File: src/rtl/resp_capture_pkg.sv
// Shared definitions for the response capture block.
//   state_t    : capture FSM encoding (IDLE=0, CAPTURE=1, DONE=2)
//   DEF_WIDTH  : default sample width
//   DEF_DEPTH  : default sample buffer depth
package resp_capture_pkg;

   typedef enum logic [1:0] {
      ST_IDLE    = 2'd0,
      ST_CAPTURE = 2'd1,
      ST_DONE    = 2'd2
   } state_t;

   localparam int DEF_WIDTH = 2;
   localparam int DEF_DEPTH = 8;

endpackage

File: src/rtl/resp_capture_if.sv
// Sample stream handshake between the unit under test, the capture buffer
// and the downstream consumer.
//   in_valid / in_y / in_ready    : response samples into the buffer
//   out_valid / out_y / out_ready : buffered samples out (first-word fall-through)
// Modports: slave = capture block, master = driver/consumer side.
interface resp_capture_if
   import resp_capture_pkg::*;
#(
   parameter int WIDTH = DEF_WIDTH
);
   logic             in_valid;
   logic [WIDTH-1:0] in_y;
   logic             in_ready;
   logic             out_valid;
   logic [WIDTH-1:0] out_y;
   logic             out_ready;

   modport slave (
      input  in_valid, in_y, out_ready,
      output in_ready, out_valid, out_y
   );

   modport master (
      output in_valid, in_y, out_ready,
      input  in_ready, out_valid, out_y
   );
endinterface

File: src/rtl/resp_capture_fifo.sv
// resp_fifo: first-word fall-through sample buffer.
// Ports:
//   clk, rst_n : clock, async active-low reset (pointers/level only)
//   push       : write wr_data at the tail (ignored when full)
//   wr_data    : sample to store
//   pop        : drop the head entry (ignored when empty)
//   rd_data    : head entry, all zeros while empty
//   level      : occupancy, 0..DEPTH
module resp_fifo
   import resp_capture_pkg::*;
#(
   parameter int WIDTH = DEF_WIDTH,
   parameter int DEPTH = DEF_DEPTH
) (
   input  logic                       clk,
   input  logic                       rst_n,
   input  logic                       push,
   input  logic [WIDTH-1:0]           wr_data,
   input  logic                       pop,
   output logic [WIDTH-1:0]           rd_data,
   output logic [$clog2(DEPTH):0]     level
);
   localparam int PW = $clog2(DEPTH);
   localparam int LW = PW + 1;

   logic [WIDTH-1:0] mem [DEPTH];
   logic [PW-1:0]    wr_ptr;
   logic [PW-1:0]    rd_ptr;
   logic             push_ok;
   logic             pop_ok;

   assign push_ok = push && (level != LW'(DEPTH));
   assign pop_ok  = pop && (level != '0);

   // Storage is deliberately not reset; rd_data is masked while empty instead.
   always_ff @(posedge clk) begin
      if (push_ok) mem[wr_ptr] <= wr_data;
   end

   // DEPTH is a power of two, so pointer overflow is the modulo wrap.
   always_ff @(posedge clk or negedge rst_n) begin
      if (!rst_n) begin
         wr_ptr <= '0;
         rd_ptr <= '0;
         level  <= '0;
      end else begin
         if (push_ok) wr_ptr <= wr_ptr + 1'b1;
         if (pop_ok)  rd_ptr <= rd_ptr + 1'b1;
         case ({push_ok, pop_ok})
            2'b10:   level <= level + 1'b1;
            2'b01:   level <= level - 1'b1;
            default: level <= level;
         endcase
      end
   end

   assign rd_data = (level == '0) ? '0 : mem[rd_ptr];

endmodule

File: src/rtl/resp_capture.sv
// resp_capture: arms on start, accepts capture_len response samples into a
// FIFO, flags samples offered while the FIFO is full.
// Ports:
//   clk, rst_n    : clock, async active-low reset
//   start         : one-cycle pulse arming a run (ignored while capturing)
//   capture_len   : samples to accept per run, sampled on start
//   bus (slave)   : in_valid/in_y/in_ready, out_valid/out_y/out_ready
//   level         : buffer occupancy
//   done          : high while in DONE
//   overflow      : sticky, sample offered while full
// Optional (macro RESP_CAPTURE_CMP_EN):
//   exp_y         : expected sample compared on every accepted write
//   mismatch_cnt  : saturating count of accepted samples differing from exp_y
//
// state    | meaning
// ---------+-------------------------------------------------
// IDLE     | after reset, waiting for start
// CAPTURE  | accepting samples until remaining reaches zero
// DONE     | run complete, buffer still drainable, start re-arms
module resp_capture
   import resp_capture_pkg::*;
#(
   parameter int WIDTH = DEF_WIDTH,
   parameter int DEPTH = DEF_DEPTH
) (
   input  logic                   clk,
   input  logic                   rst_n,
   input  logic                   start,
   input  logic [7:0]             capture_len,
   resp_capture_if.slave          bus,
`ifdef RESP_CAPTURE_CMP_EN
   input  logic [WIDTH-1:0]       exp_y,
   output logic [7:0]             mismatch_cnt,
`endif
   output logic [$clog2(DEPTH):0] level,
   output logic                   done,
   output logic                   overflow
);
   localparam int LW = $clog2(DEPTH) + 1;

   state_t     state;
   logic [7:0] remaining;
   logic       full;
   logic       wr_en;
   logic       rd_en;

   assign full          = (level == LW'(DEPTH));
   assign bus.in_ready  = (state == ST_CAPTURE) && !full;
   assign bus.out_valid = (level != '0);
   assign wr_en         = bus.in_valid && bus.in_ready;
   assign rd_en         = bus.out_valid && bus.out_ready;

   resp_fifo #(
      .WIDTH (WIDTH),
      .DEPTH (DEPTH)
   ) u_fifo (
      .clk     (clk),
      .rst_n   (rst_n),
      .push    (wr_en),
      .wr_data (bus.in_y),
      .pop     (rd_en),
      .rd_data (bus.out_y),
      .level   (level)
   );

   always_ff @(posedge clk or negedge rst_n) begin
      if (!rst_n) begin
         state     <= ST_IDLE;
         remaining <= '0;
         overflow  <= 1'b0;
         done      <= 1'b0;
`ifdef RESP_CAPTURE_CMP_EN
         mismatch_cnt <= '0;
`endif
      end else begin
         case (state)
            ST_IDLE, ST_DONE: begin
               if (start) begin
                  overflow  <= 1'b0;
                  remaining <= capture_len;
`ifdef RESP_CAPTURE_CMP_EN
                  mismatch_cnt <= '0;
`endif
                  if (capture_len == 8'd0) begin
                     state <= ST_DONE;
                     done  <= 1'b1;
                  end else begin
                     state <= ST_CAPTURE;
                     done  <= 1'b0;
                  end
               end
            end
            ST_CAPTURE: begin
               // A dropped sample (full buffer) does not consume remaining.
               if (bus.in_valid && full) overflow <= 1'b1;
               if (wr_en) begin
                  remaining <= remaining - 8'd1;
                  if (remaining == 8'd1) begin
                     state <= ST_DONE;
                     done  <= 1'b1;
                  end
`ifdef RESP_CAPTURE_CMP_EN
                  if ((bus.in_y != exp_y) && (mismatch_cnt != 8'hFF))
                     mismatch_cnt <= mismatch_cnt + 8'd1;
`endif
               end
            end
            default: begin
               state <= ST_IDLE;
               done  <= 1'b0;
            end
         endcase
      end
   end

endmodule

File: src/flat_wrapper.sv
// flat-port wrapper written by rule: the top's interface ports become plain ports
module resp_capture_flat import resp_capture_pkg::*;
#(
   parameter int WIDTH = DEF_WIDTH,
   parameter int DEPTH = DEF_DEPTH
)
  (clk, rst_n, start, capture_len, level, done, overflow, bus_in_valid, bus_in_y, bus_out_ready, bus_in_ready, bus_out_valid, bus_out_y);
  resp_capture_if #(.WIDTH(WIDTH)) bus_i ();
  input  logic clk;
  input  logic rst_n;
  input  logic start;
  input  logic [7:0] capture_len;
  output logic [$clog2(DEPTH):0] level;
  output logic done;
  output logic overflow;
  input wire logic [$bits(bus_i.in_valid)-1:0] bus_in_valid;
  input wire logic [$bits(bus_i.in_y)-1:0] bus_in_y;
  input wire logic [$bits(bus_i.out_ready)-1:0] bus_out_ready;
  output wire logic [$bits(bus_i.in_ready)-1:0] bus_in_ready;
  output wire logic [$bits(bus_i.out_valid)-1:0] bus_out_valid;
  output wire logic [$bits(bus_i.out_y)-1:0] bus_out_y;
  assign bus_i.in_valid = bus_in_valid;
  assign bus_i.in_y = bus_in_y;
  assign bus_i.out_ready = bus_out_ready;
  assign bus_in_ready = bus_i.in_ready;
  assign bus_out_valid = bus_i.out_valid;
  assign bus_out_y = bus_i.out_y;
  resp_capture #(.WIDTH(WIDTH), .DEPTH(DEPTH)) u_core (.clk(clk), .rst_n(rst_n), .start(start), .capture_len(capture_len), .bus(bus_i), .level(level), .done(done), .overflow(overflow));
endmodule
File: config.mk
export PLATFORM = sky130hd
export DESIGN_NAME = resp_capture_flat
export DESIGN_NICKNAME = d
export VERILOG_FILES = /design/src/rtl/resp_capture_pkg.sv /design/src/rtl/resp_capture_if.sv /design/src/rtl/resp_capture_fifo.sv /design/src/rtl/resp_capture.sv /design/src/flat_wrapper.sv
export SDC_FILE = /design/constraint.sdc
export NUM_CORES = 1
export LEC_CHECK = 0
export BUFFER_PORTS_ARGS = -buffer_cell sky130_fd_sc_hd__buf_2
export CORE_MARGIN = 8
export CORE_UTILIZATION = 45
export DETAILED_ROUTE_END_ITERATION = 8
export GPL_TIMING_DRIVEN = 0
export PLACE_DENSITY = 0.72
export SLEW_MARGIN = 20
export SYNTH_ARGS = -nofsm -noshare
export SYNTH_HDL_FRONTEND = slang
export SYNTH_SLANG_ARGS = --single-unit
File: constraint.sdc
create_clock -name clk -period 7.4 [get_ports clk]
set_clock_uncertainty 0.15 [all_clocks]
set_input_delay 0.74 -clock clk [delete_from_list [all_inputs] [get_ports clk]]
set_output_delay 0.74 -clock clk [all_outputs]
set_load 0.005 [all_outputs]
---- Word level (Yosys, flattened, before mapping) ----
Memories as Yosys holds them, arrays and structs flattened.
Index checks and enable logic that the tools add are counted.
operators by class
  add/subtract/negate cells ............... 5
  equal/unequal tests ..................... 11
  mux-type cells .......................... 20
  reductions and logical operators ........ 17
operator list
  kind                   count
  $mux W8                2
  $pmux W8 S2            1
  $mux W2                5
  $reduce_and A3 Y1      3
  $eq A8 B1 Y1 const B   1
  $logic_not A8 Y1       1
  $mux W1                8
  $ne A2 B2 Y1 const B   4
  $pmux W4 S2            1
  $sub A8 B1 Y8 const B  1
  $add A3 B1 Y3 const B  2
  $logic_and A1 B1 Y1    6
  $add A4 B1 Y4 const B  1
  $eq A2 B1 Y1 const B   2
  $eq A2 B2 Y1 const B   2
  $eq A4 B4 Y1 const B   1
  $logic_not A4 Y1       1
  $ne A4 B4 Y1 const B   1
  $pmux W1 S2            2
  $pmux W2 S2            1
  $reduce_bool A2 Y1     2
  $reduce_bool A4 Y1     1
  $sub A4 B1 Y4 const B  1
  $logic_not A2 Y1       1
  2 further kinds        2
storage, ports and cells
  flip-flop bits (word level) ............. 22
  memory bits (writable) .................. 16
  input bits .............................. 15
  logic and storage cells ................. 61
  memories kept ........................... 1
memories
  name               depth  bits a word  read ports  clocked after Yosys merged registers in  write ports  RTL line                 source
  u_core.u_fifo.mem  8      2            1           0                                        1            resp_capture_fifo.sv:26  logic [WIDTH-1:0] mem [DEPTH];

---- Longest topological paths before layout ----
  depth after elaboration ................. 7
  gate-level depth with buffers ........... 12
  gate-level depth less buffers ........... 10

---- By module ----
Synthesis repeated with hierarchy kept, for this count alone.
second synthesis, totals
  cell total of the unflattened synthesis .. 170
  area total of the unflattened synthesis .. 1969.4 sq um
by module, submodules not included
  module        instances  cells an instance  area an instance (sq um)  seq. area each (sq um)
  resp_fifo     1          84                 1227.4                    730.7
  resp_capture  1          86                 742.0                     275.3

---- Least setup slack after synthesis ----
OpenSTA, ideal clock, no wires.
  path type ............................... input port to flip-flop
  start ................................... input port bus_in_valid
  end ..................................... register u_core.u_fifo.level[2]
  arrival ................................. 2.249 ns
  data required time ...................... 7.117 ns
  setup slack ............................. 4.868 ns
  cell stages on the path ................. 10
  cell sequence ........................... nand3b_1 nor2_1 inv_2 ha_1 xor2_1 ha_1 a21oi_1 xor2_1 nor2_1 xor2_1
on the way
  word-level cells in the longest chain between the ends .. 4
  elaborated cells between the ends (all ways) .. 6
  classes of those cells .................. eq/ne: 2; mux: 1; reduce/logical: 3
ends and longest elaborated chain
  element                                            RTL line                 source
  from (decl)                                        flat_wrapper.sv:16       input wire logic [$bits(bus_i.in_valid)-1:0] bus_in_valid;
  $logic_and A1 B1 Y1 (*)                            resp_capture.sv:50       assign wr_en = bus.in_valid && bus.in_ready;
  $logic_and A1 B1 Y1 (*)                            resp_capture_fifo.sv:32  assign push_ok = push && (level != LW'(DEPTH));
  $eq A2 B1 Y1 or $eq A2 B2 Y1 (tied branches)       resp_capture_fifo.sv:49  case ({push_ok, pop_ok})
  $pmux W4 S2 or $reduce_bool A2 Y1 (tied branches)  --
  to (signal assigned)                               resp_capture_fifo.sv:50  2'b10: level <= level + 1'b1;
  to (signal assigned)                               resp_capture_fifo.sv:51  2'b01: level <= level - 1'b1;
  to (signal assigned)                               resp_capture_fifo.sv:52  default: level <= level;
  to (decl)                                          resp_capture_fifo.sv:21  output logic [$clog2(DEPTH):0] level
Mark *: on every way between the ends. The rest lies on a longest branch, timed or not.
A chain may end at the register's enable or synchronous reset.

---- Worst setup path after layout ----
  start ................................... register u_core.u_fifo.level[0]
  end ..................................... register u_core.u_fifo.level[2]
on the way
  word-level cells in the longest chain between the ends .. 7
  elaborated cells between the ends (all ways) .. 15
  classes of those cells .................. add/sub: 2; eq/ne: 4; mux: 1; reduce/logical: 8
ends and longest elaborated chain
  element                                            RTL line                 source
  $eq A4 B4 Y1                                       resp_capture.sv:47       assign full = (level == LW'(DEPTH));
  $logic_not A1 Y1                                   resp_capture.sv:48       assign bus.in_ready = (state == ST_CAPTURE) && !full;
  $logic_and A1 B1 Y1                                resp_capture.sv:48
  $logic_and A1 B1 Y1                                resp_capture.sv:50
  $logic_and A1 B1 Y1                                resp_capture_fifo.sv:32
  $eq A2 B1 Y1 or $eq A2 B2 Y1 (tied branches)       resp_capture_fifo.sv:49
  $pmux W4 S2 or $reduce_bool A2 Y1 (tied branches)  --
Parallel ways exist; a longest one is shown, timed or not.

==> metrics.md <==
| Metric | Value |
|---|---|
| Worst path required time | `roughly 7.4 ns` |
| CTS tree | `yes` |
| Final WL | `between 3 and 4 mm` |
| ANT nets after route | `0` |
| # port buffers | `24` |
| Setup crit end kind | `flop` |
| CTS resizes | `0` |
| Largest net degree at the start of global routing | `22` |
| Clock sink count | `37` |
| Commonest cells in the netlist | `dfrtp_1 (21), edfxtp_1 (16), nand2_1 (15)` |
| Ys async rst share | `0.568` |
| Count of state elements after synthesis | `37` |
| Largest area contributor in the netlist | `dfrtp_1` |
| Drt pass-1 iters | `4` |
| Most used DFF post-synth | `dfrtp_1` |
| Reg2Reg Launch Point | `u_core.u_fifo.level[0]$_DFFE_PN0P_` |
| Startpoint Class | `flop` |
| Die Y | `around 81 um` |
| Die area | `between 6000 and 7000 um^2` |
| Post-synth EDFFs | `16` |
| Dominant cells by area after synthesis | `dfrtp_1 (27%), edfxtp_1 (25%), mux4_2 (4.7%)` |
| Worst IR Drop VDD | `roughly 0.21 mV` |
| Gr ovfl total | `0` |
| Top-count cell post-synth | `dfrtp_1` |
| Longest Clk Path Bufs | `2` |
| Routed WL per cell | `14.3 um` |
| Cells after DPL | `between 200 and 250` |
| Endpoints failing hold | `0` |
| Worst slew pin tran | `slightly above 0.5 ns` |
| FF-to-FF setup slack | `4.74 ns` |
| Fraction of layout cells with a size suffix above 1 | `0.246` |
| Initial DRC count | `just under 80` |
| Slew HR | `0.651` |
| Leak Pwr | `~0.93 nW` |
| Clock Pin Slew Worst Setup and Hold Paths | `0.07 ns` |
| Setup CP Type | `reg2reg` |
| Largest fanout on the critical path | `10` |
| Net Count, Synth | `~190` |
| CTS root buffer | `clkbuf_8` |
| Setup TNS | `0 ns` |
| DPL Wire Length | `2.65 mm` |
| Die W | `slightly above 80 um` |
| Final setup violation count | `0` |
| Worst hold path class | `in2async` |
| Area growth syn-to-layout | `16.5%` |
| Core Rows | `23` |
| Core footprint | `between 4000 and 5000 um^2` |
| Max Fclk | `0.375 GHz` |
| # diodes | `0` |
| Number of I/O pins | `25` |
| Htree depth | `2` |
| Status | `completed` |
| Cts bufs inserted | `5` |
| Avg Vias per Cell | `5.29` |
| RePlAce Congestion | `approximately 0.82` |
| First-pass GRT wire length | `a little over 6 mm` |
| Tot GR Track Use | `0.119` |
| Routed via count | `roughly 1300` |
| Sequential area share after synthesis | `0.525` |
| Initial Util | `0.472` |
| Worst reg2reg path depth | `10` |
| Yosys top cell area share | `0.275` |
| Clk Latency, worst-skew pair | `roughly 0.28 ns` |
| Mapped Area | `between 1500 and 2000 um^2` |
| Critical path origin | `u_core.u_fifo.level[0]$_DFFE_PN0P_` |
| Hold_buf cts | `0` |
| Mapped Cells | `approximately 170` |
| Syn Area/Cell | `about 11 um^2` |
| RSZ-0062 raised after global routing | `false` |
| PwrDens | `roughly 430 nW/um^2` |
| Synth cell types | `44` |
| Max Slew Vio Count | `0` |
| Core Util, Final | `0.550` |
| Post-route DRC | `0` |
| Worst EP arrival | `between 2 and 3 ns` |
| Maxcap violations | `0` |
| Minimum clock period | `~2.7 ns` |
| Post-CTS setup buffers | `0` |
| Yosys warns | `0` |
| Initial antenna violation count | `0` |
| Final worst path period share | `0.360` |
| Post-Layout Cell Count | `roughly 250` |
| Vias in the first global route | `roughly 1300` |
| Final #Nets | `220` |
-- path summary, 6_finish.rpt --
path,to
worst max register to register,u_core.u_fifo.level[2]$_DFFE_PN0P_
worst max-delay path,u_core.u_fifo.level[2]$_DFFE_PN0P_
min in group clk,u_core.overflow$_DFFE_PN0P_
worst min register to register,u_core.overflow$_DFFE_PN0P_
max in group asynchronous,u_core.u_fifo.wr_ptr[0]$_DFFE_PN0P_
worst min-delay path,u_core.u_fifo.rd_ptr[1]$_DFFE_PN0P_
-- where the power goes --
part / internal, mW / switching [mW] / total (mW)
combinational: 0.195 / 0.203 / 0.398
clock: 0.134 / 0.0717 / 0.206
sequential: 0.283 / 0.0811 / 0.364
-- layout by cell type, fill, tap and decap left out, types with 3 or more instances in the layout --
cell / count
buf_2: 27
dfrtp_1: 21
edfxtp_1: 16
nand2_1: 15
nor2_1: 14
nor3_1: 8
a21oi_1: 8
o21ai_0: 7
ha_1: 7
nand2b_1: 5
xor2_1: 5
clkbuf_8: 5
mux4_2: 4
a22o_1: 4
xnor2_1: 4
inv_1: 3
nor2b_1: 3
-- state kept, by name, summed over array words and instances (netlist names) --
register / count
u_core.state: 1
u_core.u_fifo.mem: 16
u_core.u_fifo.rd_ptr: 3
u_core.overflow: 1
u_core.u_fifo.wr_ptr: 3
u_core.u_fifo.level: 4
u_core.remaining: 8
u_core.done: 1
-- metal layers --
layer  GRT usage  vias to the layer above  share of wire
met4      0.0482                        0          0.015
met5           0                        -              0
met3      0.0397                        7          0.048
met2       0.182                       24           0.45
met1       0.150                      615           0.49
li1            -                      670              -
-- layout make-up --
cell class	instances	area [um^2]
plain buffers	6	33.8
clock buffers	5	68.8
clock inverters	3	65.1
fillers	355	1830
inverters	5	18.8
multi-input cells	119	856
flip-flops and latches	37	1010
well taps	50	62.6
repair buffers	24	120
-- worst max-delay path, cell delays in order (launching register included) --
cell     delay (ns)
dfrtp_1        0.50
nor4b_2        0.44
nor2_1         0.19
inv_2          0.21
ha_1           0.28
xor2_1         0.10
ha_1           0.18
a21oi_1        0.14
xor2_1         0.16
nor2_1         0.06
xor2_1         0.14
-- metrics by stage --
step | hold slack (ns) | total power [mW] | setup WS, ns | area, um^2
5_1_grt | 0.290 | 1.05 | 4.55 | 2230
6_report | 0.259 | 0.968 | 4.74 | 2230
3_5_place_dp | 0.352 | 0.770 | 4.49 | 2100
2_1_floorplan | 0.294 | 0.658 | 4.87 | 1910
3_3_place_gp | 0.330 | 0.758 | 4.53 | 2100
4_1_cts | 0.272 | 0.979 | 4.70 | 2230
-- kinds of logic after synthesis --
logic type | count (synthesis) | synth area share
AO/OA/AOI/OAI | 33 | 0.112
XOR/XNOR | 9 | 0.0412
AND/OR/NAND/NOR | 62 | 0.177
multiplexers | 8 | 0.0712
adder cells (fa/ha/maj) | 7 | 0.0457
flip-flops | 37 | 0.525
buffers and inverters | 11 | 0.0275
No activity file was read; power rests on OpenSTA's default activity.
